===== config.mk =====
export PLATFORM = sky130hd
export DESIGN_NAME = shift_reg_univ
export DESIGN_NICKNAME = d
export VERILOG_FILES = /design/src/rtl/shift_reg_univ.sv
export SDC_FILE = /design/constraint.sdc
export NUM_CORES = 1
export LEC_CHECK = 0
export CORE_MARGIN = 3
export CORE_UTILIZATION = 45
export DETAILED_ROUTE_END_ITERATION = 6
export PLACE_DENSITY_LB_ADDON = 0.3
export REMOVE_ABC_BUFFERS = 1
export SETUP_SLACK_MARGIN = 0.3
export SKIP_CTS_REPAIR_TIMING = 1
export SLEW_MARGIN = 10
export SYNTH_ARGS = -nofsm -noshare
export SYNTH_HDL_FRONTEND = slang
export SYNTH_SLANG_ARGS = --single-unit

===== constraint.sdc =====
create_clock -name clk -period 1.8 [get_ports clk]
set_input_delay 0.18 -clock clk [delete_from_list [all_inputs] [get_ports clk]]
set_output_delay 0.18 -clock clk [all_outputs]
set_load 0.02 [all_outputs]

===== src/rtl/shift_reg_univ.sv =====
`default_nettype none
// ============================================================================
//  Module   : shift_reg_univ
//  Purpose  : Parametrised universal shift register with eight modes (hold,
//             shift R/L, rotate R/L, parallel load, arithmetic shift right,
//             clear), a saturating shift counter and a completion pulse.
//  Revision : 1.0  initial release
// ============================================================================
module shift_reg_univ #(
    parameter int WIDTH = 8,
    parameter int CNT_W = $clog2(WIDTH + 1)
) (
    input  logic             clk,
    input  logic             reset,
    input  logic             en,
    input  logic [2:0]       mode,
    input  logic             sin_r,
    input  logic             sin_l,
    input  logic [WIDTH-1:0] D,
    output logic [WIDTH-1:0] Q,
    output logic             sout_r,
    output logic             sout_l,
    output logic [CNT_W-1:0] cnt,
    output logic             done
);

    localparam logic [2:0] c_MODE_HOLD = 3'b000;
    localparam logic [2:0] c_MODE_SHR  = 3'b001;
    localparam logic [2:0] c_MODE_SHL  = 3'b010;
    localparam logic [2:0] c_MODE_ROR  = 3'b011;
    localparam logic [2:0] c_MODE_ROL  = 3'b100;
    localparam logic [2:0] c_MODE_LOAD = 3'b101;
    localparam logic [2:0] c_MODE_ASR  = 3'b110;
    localparam logic [2:0] c_MODE_CLR  = 3'b111;

    localparam logic [CNT_W-1:0] c_CNT_MAX  = CNT_W'(WIDTH);
    localparam logic [CNT_W-1:0] c_CNT_LAST = CNT_W'(WIDTH - 1);
    localparam logic [CNT_W-1:0] c_CNT_ONE  = CNT_W'(1);

    logic [WIDTH-1:0] r_q;
    logic [CNT_W-1:0] r_cnt;
    logic             r_done;

    logic [WIDTH-1:0] w_q_next;
    logic             w_shift;   // operation counts toward the shift counter
    logic             w_rearm;   // operation resets the shift counter

    // Next register value and operation class decoded from mode
    always_comb begin
        w_q_next = r_q;
        w_shift  = 1'b0;
        w_rearm  = 1'b0;
        case (mode)
            c_MODE_HOLD: begin
                w_q_next = r_q;
            end
            c_MODE_SHR: begin
                w_q_next = {sin_r, r_q[WIDTH-1:1]};
                w_shift  = 1'b1;
            end
            c_MODE_SHL: begin
                w_q_next = {r_q[WIDTH-2:0], sin_l};
                w_shift  = 1'b1;
            end
            c_MODE_ROR: begin
                w_q_next = {r_q[0], r_q[WIDTH-1:1]};
                w_shift  = 1'b1;
            end
            c_MODE_ROL: begin
                w_q_next = {r_q[WIDTH-2:0], r_q[WIDTH-1]};
                w_shift  = 1'b1;
            end
            c_MODE_LOAD: begin
                w_q_next = D;
                w_rearm  = 1'b1;
            end
            c_MODE_ASR: begin
                // MSB replicated; sin_r deliberately unused here
                w_q_next = {r_q[WIDTH-1], r_q[WIDTH-1:1]};
                w_shift  = 1'b1;
            end
            c_MODE_CLR: begin
                w_q_next = '0;
                w_rearm  = 1'b1;
            end
            default: begin
                w_q_next = r_q;
            end
        endcase
    end

    // Register, counter and done pulse; reset beats enable beats mode
    always_ff @(posedge clk) begin
        if (!reset) begin
            r_q    <= '0;
            r_cnt  <= '0;
            r_done <= 1'b0;
        end else if (!en) begin
            r_done <= 1'b0;
        end else begin
            r_q <= w_q_next;
            if (w_rearm) begin
                r_cnt <= '0;
            end else if (w_shift && (r_cnt < c_CNT_MAX)) begin
                r_cnt <= r_cnt + c_CNT_ONE;
            end
            // Pulse only on the WIDTH-1 -> WIDTH transition, never at saturation
            r_done <= w_shift && (r_cnt == c_CNT_LAST);
        end
    end

    assign Q      = r_q;
    assign cnt    = r_cnt;
    assign done   = r_done;
    assign sout_r = r_q[0];
    assign sout_l = r_q[WIDTH-1];

endmodule
`default_nettype wire


## Word-level counts from Yosys, hierarchy flattened

Index checks and enable logic that the tools add are counted.

- Output and inout port bits: 15
- Input port bits: 16
- Register bits: 13
- Word-level logic and storage cells: 31

- Muxes and demuxes: 5
- Equality and inequality tests: 8
- Bitwise logic cells: 2
- Reductions and logical operators: 10
- Order comparisons: 1
- $add $sub $neg: 1

Operator list:

| operator | number |
|---|---|
| 8-bit case mux with 7 select lines | 1 |
| 3-bit == test (second input constant) | 4 |
| 4-bit two-way mux | 2 |
| 3-bit by 2-bit == test with 1-bit output (second input constant) | 2 |
| 2-bit AND reduction | 3 |
| 5-bit OR reduction | 1 |
| 4-bit by 1-bit adder with 4-bit output (second input constant) | 1 |
| 4-bit by 3-bit == test with 1-bit output (second input constant) | 1 |
| 4-bit < comparator (second input constant) | 1 |
| 3-bit by 1-bit == test with 1-bit output (second input constant) | 1 |
| 3-bit logical NOT | 1 |
| 3-bit AND reduction | 1 |
| 1-bit logical AND | 2 |
| 1-bit two-way mux | 2 |
| 1-bit inverter | 2 |
| 2-bit nonzero test | 1 |
| 2-bit OR reduction | 1 |

## Longest topological paths before layout

Gate-level depths: netlist of the first run.

- Depth after elaboration: 6
- Gate-level depth with buffers: 6
- Gate-level depth less buffers: 4

## Worst setup path before layout of the first run

Ideal clock, no wire load.

- Path type: in2reg
- From: input mode[2]
- To: register r_cnt[3] (netlist: cnt[3])
- Stages: 6
- Slack: 0.595 ns
- Buffers on the path: 2
- Arrival: 1.088 ns
- Cell sequence: buf_6 > or2_1 > buf_6 > o21a_4 > a41oi_2 > nor2_1

- Word-level cells in the longest chain between the ends: 6
- Elaborated cells on any way between the ends: 15
- Those cells by class: eq/ne (7); mux (3); reduce/logical (5)

RTL lines:

| item | RTL line | source |
|---|---|---|
| start: declaration | 16 | `input logic [2:0] mode,` |
| 3-bit == test, or another cell as far along | 53 | `case (mode)` |
| 5-bit OR reduction (no line) | n/a |  |
| 1-bit two-way mux | 53 |  |
| 1-bit logical AND | 104 | `end else if (w_shift && (r_cnt < c_CNT_MAX)) begin` |
| 2-bit nonzero test (no line) | n/a |  |
| 2-bit AND reduction (no line) | n/a |  |
| end signal: assignment | 105 | `r_cnt <= r_cnt + c_CNT_ONE;` |
| end: declaration | 41 | `logic [CNT_W-1:0] r_cnt;` |

Several ways; a longest one is shown, not always the timed one.
A chain may end at the register's enable or synchronous reset.

## Worst setup path in the final report of the first run

- From: register r_q[3] (netlist: Q[3])
- To: output Q[3]

RTL lines:

| item | RTL line | source |
|---|---|---|
| start: declaration | 40 | `logic [WIDTH-1:0] r_q;` |
| start signal: assignment | 101 | `r_q <= w_q_next;` |
| end: declaration | 20 | `output logic [WIDTH-1:0] Q,` |

No word-level cell between the ends.

==> results of run 1 <==
[worst paths after layout]
kind                 from     end  slack, ns  cells after the start
setup / recovery     Q[3]    Q[3]       0.35                      1
hold / removal    mode[1]    Q[7]       0.39                      4
setup reg to reg   cnt[0]  cnt[2]       0.72                      3
hold reg to reg      Q[4]    Q[5]       0.51                      2
[state kept, by name (all words and copies together), names as in the netlist]
name  count
Q         8
done      1
cnt       4
[synth_stat cells, drive strengths merged (2+ instances only)]
cell and number:
a21oi 14, nand2 14, o21ai 14, dfxtp 13, a31oi 7, nand3 6
buf 5, nor2 5, clkbuf 4, inv 3, nand2b 2, nand3b 2
nor2b 2, o22ai 2
[area by class of cell]
class / count / area share
Clock buffer: 4 / 0.0223
Inverter: 3 / 0.00955
Multi-Input combinational cell: 81 / 0.401
Sequential cell: 13 / 0.221
Tap cell: 16 / 0.0170
Timing Repair Buffer: 37 / 0.329
[per-layer routing]
layer / up-vias / track usage
met5: - / 0
met4: 0 / 0.0806
met3: 7 / 0.0376
met2: 39 / 0.346
met1: 417 / 0.304
li1: 446 / -
[stage by stage]
step                utilization  instance area [sq um]
floorplan                     -                    738
global placement          0.705                   1110
detailed placement        0.705                   1110
CTS                       0.721                   1140
global route              0.748                   1180
finish                    0.748                   1180
[logic make-up (layout without fill, tap and decap cells)]
family                     after synthesis  after routing  share of synthesized area
AOI/OAI and AO/OA                       44             44                      0.348
xor gates and xnor gates                 1              1                     0.0110
adders and majority gates                1              1                     0.0157
buffers and inverters                   12             44                     0.0850
DFF                                     13             13                      0.328
muxes                                    1              1                     0.0126
and+or+nand+nor                         34             34                      0.200
[worst register-to-register path: cells and delay by family (launching register included)]
family	cells	cell delay, ns
DFF	1	0.42
AOI/OAI and AO/OA	1	0.30
adders and majority gates	1	0.19
and+or+nand+nor	1	0.09
[power by group through the flow]
stage	logic [W]	registers [W]	clock network, W
floorplan	0.0000668	0.000349	0
global placement	0.000203	0.000328	0
detailed placement	0.000207	0.000329	0
CTS	0.000208	0.000322	0.000184
global route	0.000226	0.000325	0.000205
finish	0.000209	0.000322	0.000185
==> flow_metrics.env, run 1 <==
export IMPL_path_buf_inv=1
export IMPL_p_sw_frac=0.313
export IMPL_drc=0
export IMPL_slew_limit_headroom=0.644
export IMPL_yosys_most_used_dff="dfxtp_1"
export IMPL_routabilityCongestion=0.836
export IMPL_diodes=0
export IMPL_fin_crit_sh=0.808
export IMPL_critPathArrivalTime_ns=1.27
export IMPL_syn_inst=106
export IMPL_fin_cells=154
export IMPL_clk_path_buf_depth=2
export IMPL_cts_max_level=1
export IMPL_p_int_w=0.000491
export IMPL_filler_cell_count=132
export IMPL_fp_row_count=14
export IMPL_overflow=0
export IMPL_fmax_mhz=688
export IMPL_status="completed"
export IMPL_vias=909
export IMPL_required_ns=1.62
export IMPL_numPlacedInstances=150
export IMPL_synthArstFlopShare=0
export IMPL_p_comb_frac=0.291
export IMPL_worst_path_dominant_cell_family="buffers and inverters"
export IMPL_synth_seq_area_share=0.328
export IMPL_grt_use_total=0.222
export IMPL_synth_area_per_cell_sq_um=7.50
export IMPL_num_nets_final=156
export IMPL_dp_hpwl_um=1670
export IMPL_grt_max_degree=17
export IMPL_cp_slowest_stage_delay_ns=0.63
export IMPL_cts_sinks=13
export IMPL_yosysTopAreaCellShare=0.328
export IMPL_syn2layout_area_growth_pct=48.3
export IMPL_synth_area_leaders="dfxtp_1 (33%), a21oi_1 (8.8%), o21ai_0 (8.2%)"
export IMPL_grt_antenna_before_repair=0
export IMPL_cts_tree="done"
export IMPL_cts_root_buf="clkbuf_4"
export IMPL_hold_viol=0
export IMPL_wirelength_um=2270
export IMPL_maxSlewViolCount=0
export IMPL_cp_start_kind="flop"
export IMPL_top_layer="met4"
export IMPL_path_class="flop to output port"
export IMPL_vias_per_cell=5.90
export IMPL_wire_per_inst_um=14.8
export IMPL_hp_class="input port to flop"
export IMPL_grt_pass1_vias=830
export IMPL_switchingPower_w=0.000224
export IMPL_worst_slack_ns=0.346
export IMPL_crit_path_max_fanout=4
export IMPL_place_ws_ns=0.00780
export IMPL_final_common_cell="clkdlybuf4s50_1"
export IMPL_synth_edf_count=0
export IMPL_rsz0062_at_grt="no"
export IMPL_port_buffers=30
export IMPL_dieArea_sq_um=2310
export IMPL_multi_input_area_sq_um=473
export IMPL_p_leak_nw=0.625
export IMPL_drv_cap=0
export IMPL_powerDensity_nw_per_um2=607
export IMPL_yosys_warnings=0
export IMPL_io_pins=31
export IMPL_crit_chain="clkdlybuf4s50_1"
export IMPL_setup_tns_ns=0
export IMPL_drtIter0Drc=20
export IMPL_firstDrtPassIters=6
export IMPL_slowest_stage="clkdlybuf4s50_1"
export IMPL_cts_reportedPaths_clkPinSlew_ns=0.08
export IMPL_routed_wl_met2_um=1000
export IMPL_fp_dieH_um=48.0
export IMPL_fin_worst_skew_ns=0.00237
export IMPL_syn_area_sq_um=795
export IMPL_start_util=0.504
export IMPL_tightest_slew_ns=0.533
export IMPL_period_minus_slack_ns=1.45
export IMPL_layout_drive_gt1_share=0.116
export IMPL_most_common_layout_cells="clkdlybuf4s50_1 (16), nand2_1 (14), a21oi_1 (14), dlymetal6s2s_1 (14)"
export IMPL_clk_latency_ns=0.28
export IMPL_die_w_um=48.0
export IMPL_p_clk_frac=0.259
export IMPL_wl_met1_um=1070
export IMPL_grt_pass1_wl_um=3660
export IMPL_ys_ff_latch=13
export IMPL_regArea_sq_um=260
export IMPL_ys_types=30
export IMPL_power_w=0.000715
export IMPL_antenna_left=0
export IMPL_synth_largest_area_cell="dfxtp_1"
export IMPL_finalSetupViolCount=0
export IMPL_numCtsBuffers=3
export IMPL_hold_ws_ns=0.391
export IMPL_seqPwrFrac=0.449
export IMPL_worstSetupEndpointType="output port"
export IMPL_coreArea_sq_um=1580
export IMPL_worst_ir_drop_vdd_mv=0.370
export IMPL_dr_wl_met3_um=170
No activity file was read; power rests on OpenSTA's default activity.
==> inputs of run 2 (changes only) <==
- CORE_UTILIZATION: 45 -> 42
- clock period: 1.8 -> 1.49 ns (I/O delays scaled with it)
==> run 2 against run 1 <==
Compared with the run above:
- worst setup slack improved by 0.014 ns
- hold slack lost 0.053 ns
- utilization fell by 5.3 points
- register-to-register slack got worse by 0.25 ns
- highest routed layer unchanged
- non-clock buffer count up 4
- largest cell class unchanged
- wire length grew 4.4%
- power increased by 23%
- final cell count grew 8.4%
==> flow_metrics.env, run 2 (same netlist as run 1, synthesis figures left out) <==
export IMPL_cp_slowest_stage_delay_ns=0.44
export IMPL_r2r_start="cnt[0]"
export IMPL_worst_path_dominant_cell_family="flip-flops"
export IMPL_hold_start="mode[0]"
export IMPL_path_buf_inv=1
export IMPL_grt_use_total=0.199
export IMPL_largest_reg_flops=8
export IMPL_fp_dieH_um=49.5
export IMPL_tightest_slew_ns=0.507
export IMPL_overflow=0
export IMPL_coreArea_sq_um=1760
export IMPL_cp_start_kind="flop"
export IMPL_io_pins=31
export IMPL_hp_class="input port to flop"
export IMPL_min_path_cells=4
export IMPL_regArea_sq_um=260
export IMPL_crit_chain="dlymetal6s2s_1"
export IMPL_firstDrtPassIters=4
export IMPL_grt_max_degree=16
export IMPL_critical_path_reg2reg_endpoint="cnt[2]"
export IMPL_vias_per_cell=5.64
export IMPL_cts_root_buf="clkbuf_4"
export IMPL_maxSlewViolCount=0
export IMPL_period_minus_slack_ns=1.13
export IMPL_place_ws_ns=-0.0903
export IMPL_grt_pass1_wl_um=3840
export IMPL_powerDensity_nw_per_um2=716
export IMPL_antenna_left=0
export IMPL_critPathArrivalTime_ns=0.98
export IMPL_required_ns=1.34
export IMPL_port_buffers=30
export IMPL_drc=0
export IMPL_wirelength_um=2370
export IMPL_clk_path_buf_depth=2
export IMPL_clk_latency_ns=0.29
export IMPL_cts_reportedPaths_clkPinSlew_ns=0.08
export IMPL_syn2layout_area_growth_pct=54.3
export IMPL_drv_cap=0
export IMPL_worstSetupEndpointType="output port"
export IMPL_cts_tree="done"
export IMPL_vias=942
export IMPL_slowest_stage="dfxtp_1"
export IMPL_dieArea_sq_um=2450
export IMPL_layout_drive_gt1_share=0.127
export IMPL_fmax_mhz=885
export IMPL_num_nets_final=160
export IMPL_final_common_cell="dlymetal6s2s_1"
export IMPL_cts_max_level=1
export IMPL_diodes=0
export IMPL_slew_limit_headroom=0.661
export IMPL_grt_antenna_before_repair=0
export IMPL_dp_hpwl_um=1670
export IMPL_status="completed"
export IMPL_numCtsBuffers=3
export IMPL_start_util=0.450
export IMPL_fin_crit_sh=0.758
export IMPL_r2r_slack_ns=0.47
export IMPL_multi_input_area_sq_um=467
export IMPL_min_to="Q[7]"
export IMPL_crit_path_max_fanout=6
export IMPL_worst_slack_ns=0.360
export IMPL_p_leak_nw=0.709
export IMPL_most_common_layout_cells="dlymetal6s2s_1 (19), nand2_1 (14), a21oi_1 (14)"
export IMPL_final_core_util=0.695
export IMPL_hold_viol=0
export IMPL_routabilityCongestion=0.807
export IMPL_worst_ir_drop_vdd_mv=0.569
export IMPL_cts_sinks=13
export IMPL_path_class="flop to output port"
export IMPL_die_w_um=49.5
export IMPL_fp_row_count=15
export IMPL_worstRegToRegCells=3
export IMPL_wire_per_inst_um=14.2
export IMPL_drtIter0Drc=50
export IMPL_grt_pass1_vias=853
export IMPL_cp_num_cells=1
export IMPL_filler_cell_count=155
export IMPL_finalSetupViolCount=0
export IMPL_rsz0062_at_grt="yes"
export IMPL_fin_worst_skew_ns=0.0104
run 2: worst max path at each step:
stage | startpoint | endpoint | slack, ns
after CTS | cnt[3] | cnt[3] | -0.02
after detailed placement | mode[2] | cnt[0] | -0.09
after global placement | mode[2] | cnt[0] | -0.06
final | cnt[3] | cnt[3] | 0.36
after floorplan | Q[7] | Q[0] | 0.36
after global routing | cnt[3] | cnt[3] | 0.30
run 2: area by class of cell:
cell class	instances	share of cell area
multi-input cells	81	0.381
clock buffers	4	0.0214
flip-flops and latches	13	0.212
inverters	3	0.00918
repair buffers	41	0.351
well taps	25	0.0255
run 2: power breakdown:
group / switching (W) / internal, W / total [W]
Clock: 0.000126 / 0.000104 / 0.000230
Sequential: 0.0000213 / 0.000367 / 0.000388
Combinational: 0.000131 / 0.000129 / 0.000260
run 2: through the flow:
stage / total power [W] / cells / hold slack [ns] / TNS, ns / cell area, sq um
detailed placement: 0.000657 / 163 / 0.506 / -0.557 / 1150
global route: 0.000929 / 167 / 0.386 / 0 / 1230
global placement: 0.000652 / 163 / 0.491 / -0.303 / 1150
CTS: 0.000887 / 167 / 0.514 / -0.0204 / 1180
finish: 0.000878 / 167 / 0.338 / 0 / 1230
floorplan: 0.000502 / 97 / 0.249 / 0 / 738
run 2: routing by layer:
layer	GRT usage	wire [um]
met5	0	0
met4	0.101	45
met3	0.0363	174
met2	0.315	1140
met1	0.257	1020
==> inputs of run 3 (changes only) <==
- clock period: 1.49 -> 1.2 ns (I/O delays scaled with it)
==> run 3 against run 2 <==
Compared with the run above:
- power increased by 39%
- worst setup slack got worse by 0.18 ns
- die area unchanged
- non-clock buffer count rose by 15
- register-to-register slack lost 0.28 ns
- clock power is 30% higher
==> flow_metrics.env, run 3 (same netlist as run 1, synthesis figures left out) <==
export IMPL_firstDrtPassIters=4
export IMPL_fmax_mhz=985
export IMPL_dp_hpwl_um=1820
export IMPL_place_ws_ns=-0.316
export IMPL_cp_endpoint="Q[7]"
export IMPL_fin_crit_sh=0.846
export IMPL_critPathMostFrequentCell="o21ai_0"
export IMPL_r2r_slack_ns=0.19
export IMPL_dieArea_sq_um=2450
export IMPL_syn2layout_area_growth_pct=79.4
export IMPL_crit_chain="buf_4, nor2b_2, o21ai_0, nand4_1, o21ai_0"
export IMPL_required_ns=1.41
export IMPL_crit_path_max_fanout=3
export IMPL_tightest_slew_ns=0.243
export IMPL_fp_row_count=15
export IMPL_grt_use_total=0.205
export IMPL_routabilityCongestion=0.800
export IMPL_start_util=0.450
export IMPL_filler_cell_count=123
export IMPL_port_buffers=30
export IMPL_critPathArrivalTime_ns=1.23
export IMPL_largest_reg_flops=8
export IMPL_grt_pass1_wl_um=3960
export IMPL_hold_viol=0
export IMPL_worst_slack_ns=0.185
export IMPL_worst_ir_drop_vdd_mv=0.736
export IMPL_critPathLaunch="Q[0]"
export IMPL_worstRegToRegCells=5
export IMPL_grt_pass1_vias=902
export IMPL_cp_start_kind="flop"
export IMPL_cts_reportedPaths_clkPinSlew_ns=0.09
export IMPL_powerDensity_nw_per_um2=855
export IMPL_grt_antenna_before_repair=0
export IMPL_hp_class="input port to flop"
export IMPL_drc=0
export IMPL_r2r_start="Q[0]"
export IMPL_layout_drive_gt1_share=0.494
export IMPL_wirelength_um=3290
export IMPL_most_common_layout_cells="buf_4 (24), nand2_1 (12), o21ai_0 (12), buf_6 (12)"
export IMPL_vias=1088
export IMPL_multi_input_area_sq_um=576
export IMPL_p_leak_nw=0.597
export IMPL_fp_dieH_um=49.5
export IMPL_wire_per_inst_um=18.0
export IMPL_period_minus_slack_ns=1.01
export IMPL_worstSetupEndpointType="flop"
export IMPL_drtIter0Drc=68
export IMPL_cts_tree="done"
export IMPL_rsz0062_at_grt="yes"
export IMPL_fin_worst_skew_ns=0.00133
export IMPL_regArea_sq_um=278
export IMPL_slowest_stage="dfxtp_1"
export IMPL_placed_cell_area_sq_um=1230
export IMPL_numCtsBuffers=3
export IMPL_final_area_sq_um=1430
export IMPL_drv_cap=0
export IMPL_cts_max_level=1
export IMPL_antenna_left=0
export IMPL_overflow=0
export IMPL_io_pins=31
export IMPL_num_nets_final=176
export IMPL_cts_sinks=13
export IMPL_maxSlewViolCount=0
export IMPL_vias_per_cell=5.95
export IMPL_clk_latency_ns=0.29
export IMPL_cts_root_buf="clkbuf_4"
export IMPL_critical_path_reg2reg_endpoint="Q[7]"
export IMPL_coreArea_sq_um=1760
export IMPL_finalSetupViolCount=0
export IMPL_final_common_cell="buf_4"
export IMPL_status="completed"
export IMPL_path_class="flop to flop"
export IMPL_die_w_um=49.5
export IMPL_slew_limit_headroom=0.837
export IMPL_grt_max_degree=16
export IMPL_clk_path_buf_depth=2
export IMPL_diodes=0
export IMPL_cp_slowest_stage_delay_ns=0.35
export IMPL_hold_start="reset"
run 3: cell types whose count changed in the layout (fill, tap and decap cells not counted), sizes merged:
cell | before | now
clkdlybuf4s50 | 11 | 10
clkbuf | 4 | 7
o21a | 1 | 2
dlymetal6s2s | 19 | 3
buf | 11 | 40
run 3: cell type report:
cell class                 count  share of cell area
clock buffer                   4              0.0184
inverter                       3             0.00790
multi-input combinational     82               0.404
sequential                    13               0.195
tap                           25              0.0219
timing repair buffer          56               0.353
run 3: worst max-delay path, delay by kind of cell, from the launching register on:
kind	cells	cell delay, ns
AO/OA/AOI/OAI	2	0.28
flip-flops	1	0.35
buffers and inverters	1	0.13
AND/OR/NAND/NOR	2	0.17
run 3: worst min path at each step:
stage            to  slack [ns]  cells past startpoint
2_1_floorplan  Q[0]        0.22                      1
4_1_cts        Q[7]        0.50                      2
6_report       Q[7]        0.22                      3
3_5_place_dp   Q[7]        0.49                      2
3_3_place_gp   Q[7]        0.48                      2
5_1_grt        Q[7]        0.22                      3
run 3: routing by layer:
layer  track usage  part of all wire  vias up
met5             0                 0        -
met4         0.106             0.017        0
met3        0.0423             0.095       11
met2         0.319              0.51       74
met1         0.265              0.38      515
li1              -                 -      488
run 3: power by group:
group / switching [W] / total [W] / internal (W)
logic: 0.000220 / 0.000439 / 0.000219
clock network: 0.000169 / 0.000298 / 0.000129
registers: 0.0000236 / 0.000481 / 0.000457
total: 0.000413 / 0.00122 / 0.000805
run 3: stage by stage:
stage | setup TNS, ns | total power, W | util | hold slack (ns) | cells
after global routing | 0 | 0.00127 | 0.808 | 0.223 | 183
after floorplan | 0 | 0.000623 | - | 0.220 | 97
after global placement | -3.26 | 0.000840 | 0.699 | 0.476 | 172
after CTS | -2.90 | 0.00113 | 0.713 | 0.502 | 176
final | 0 | 0.00122 | 0.808 | 0.223 | 183
after detailed placement | -3.69 | 0.000848 | 0.699 | 0.491 | 172
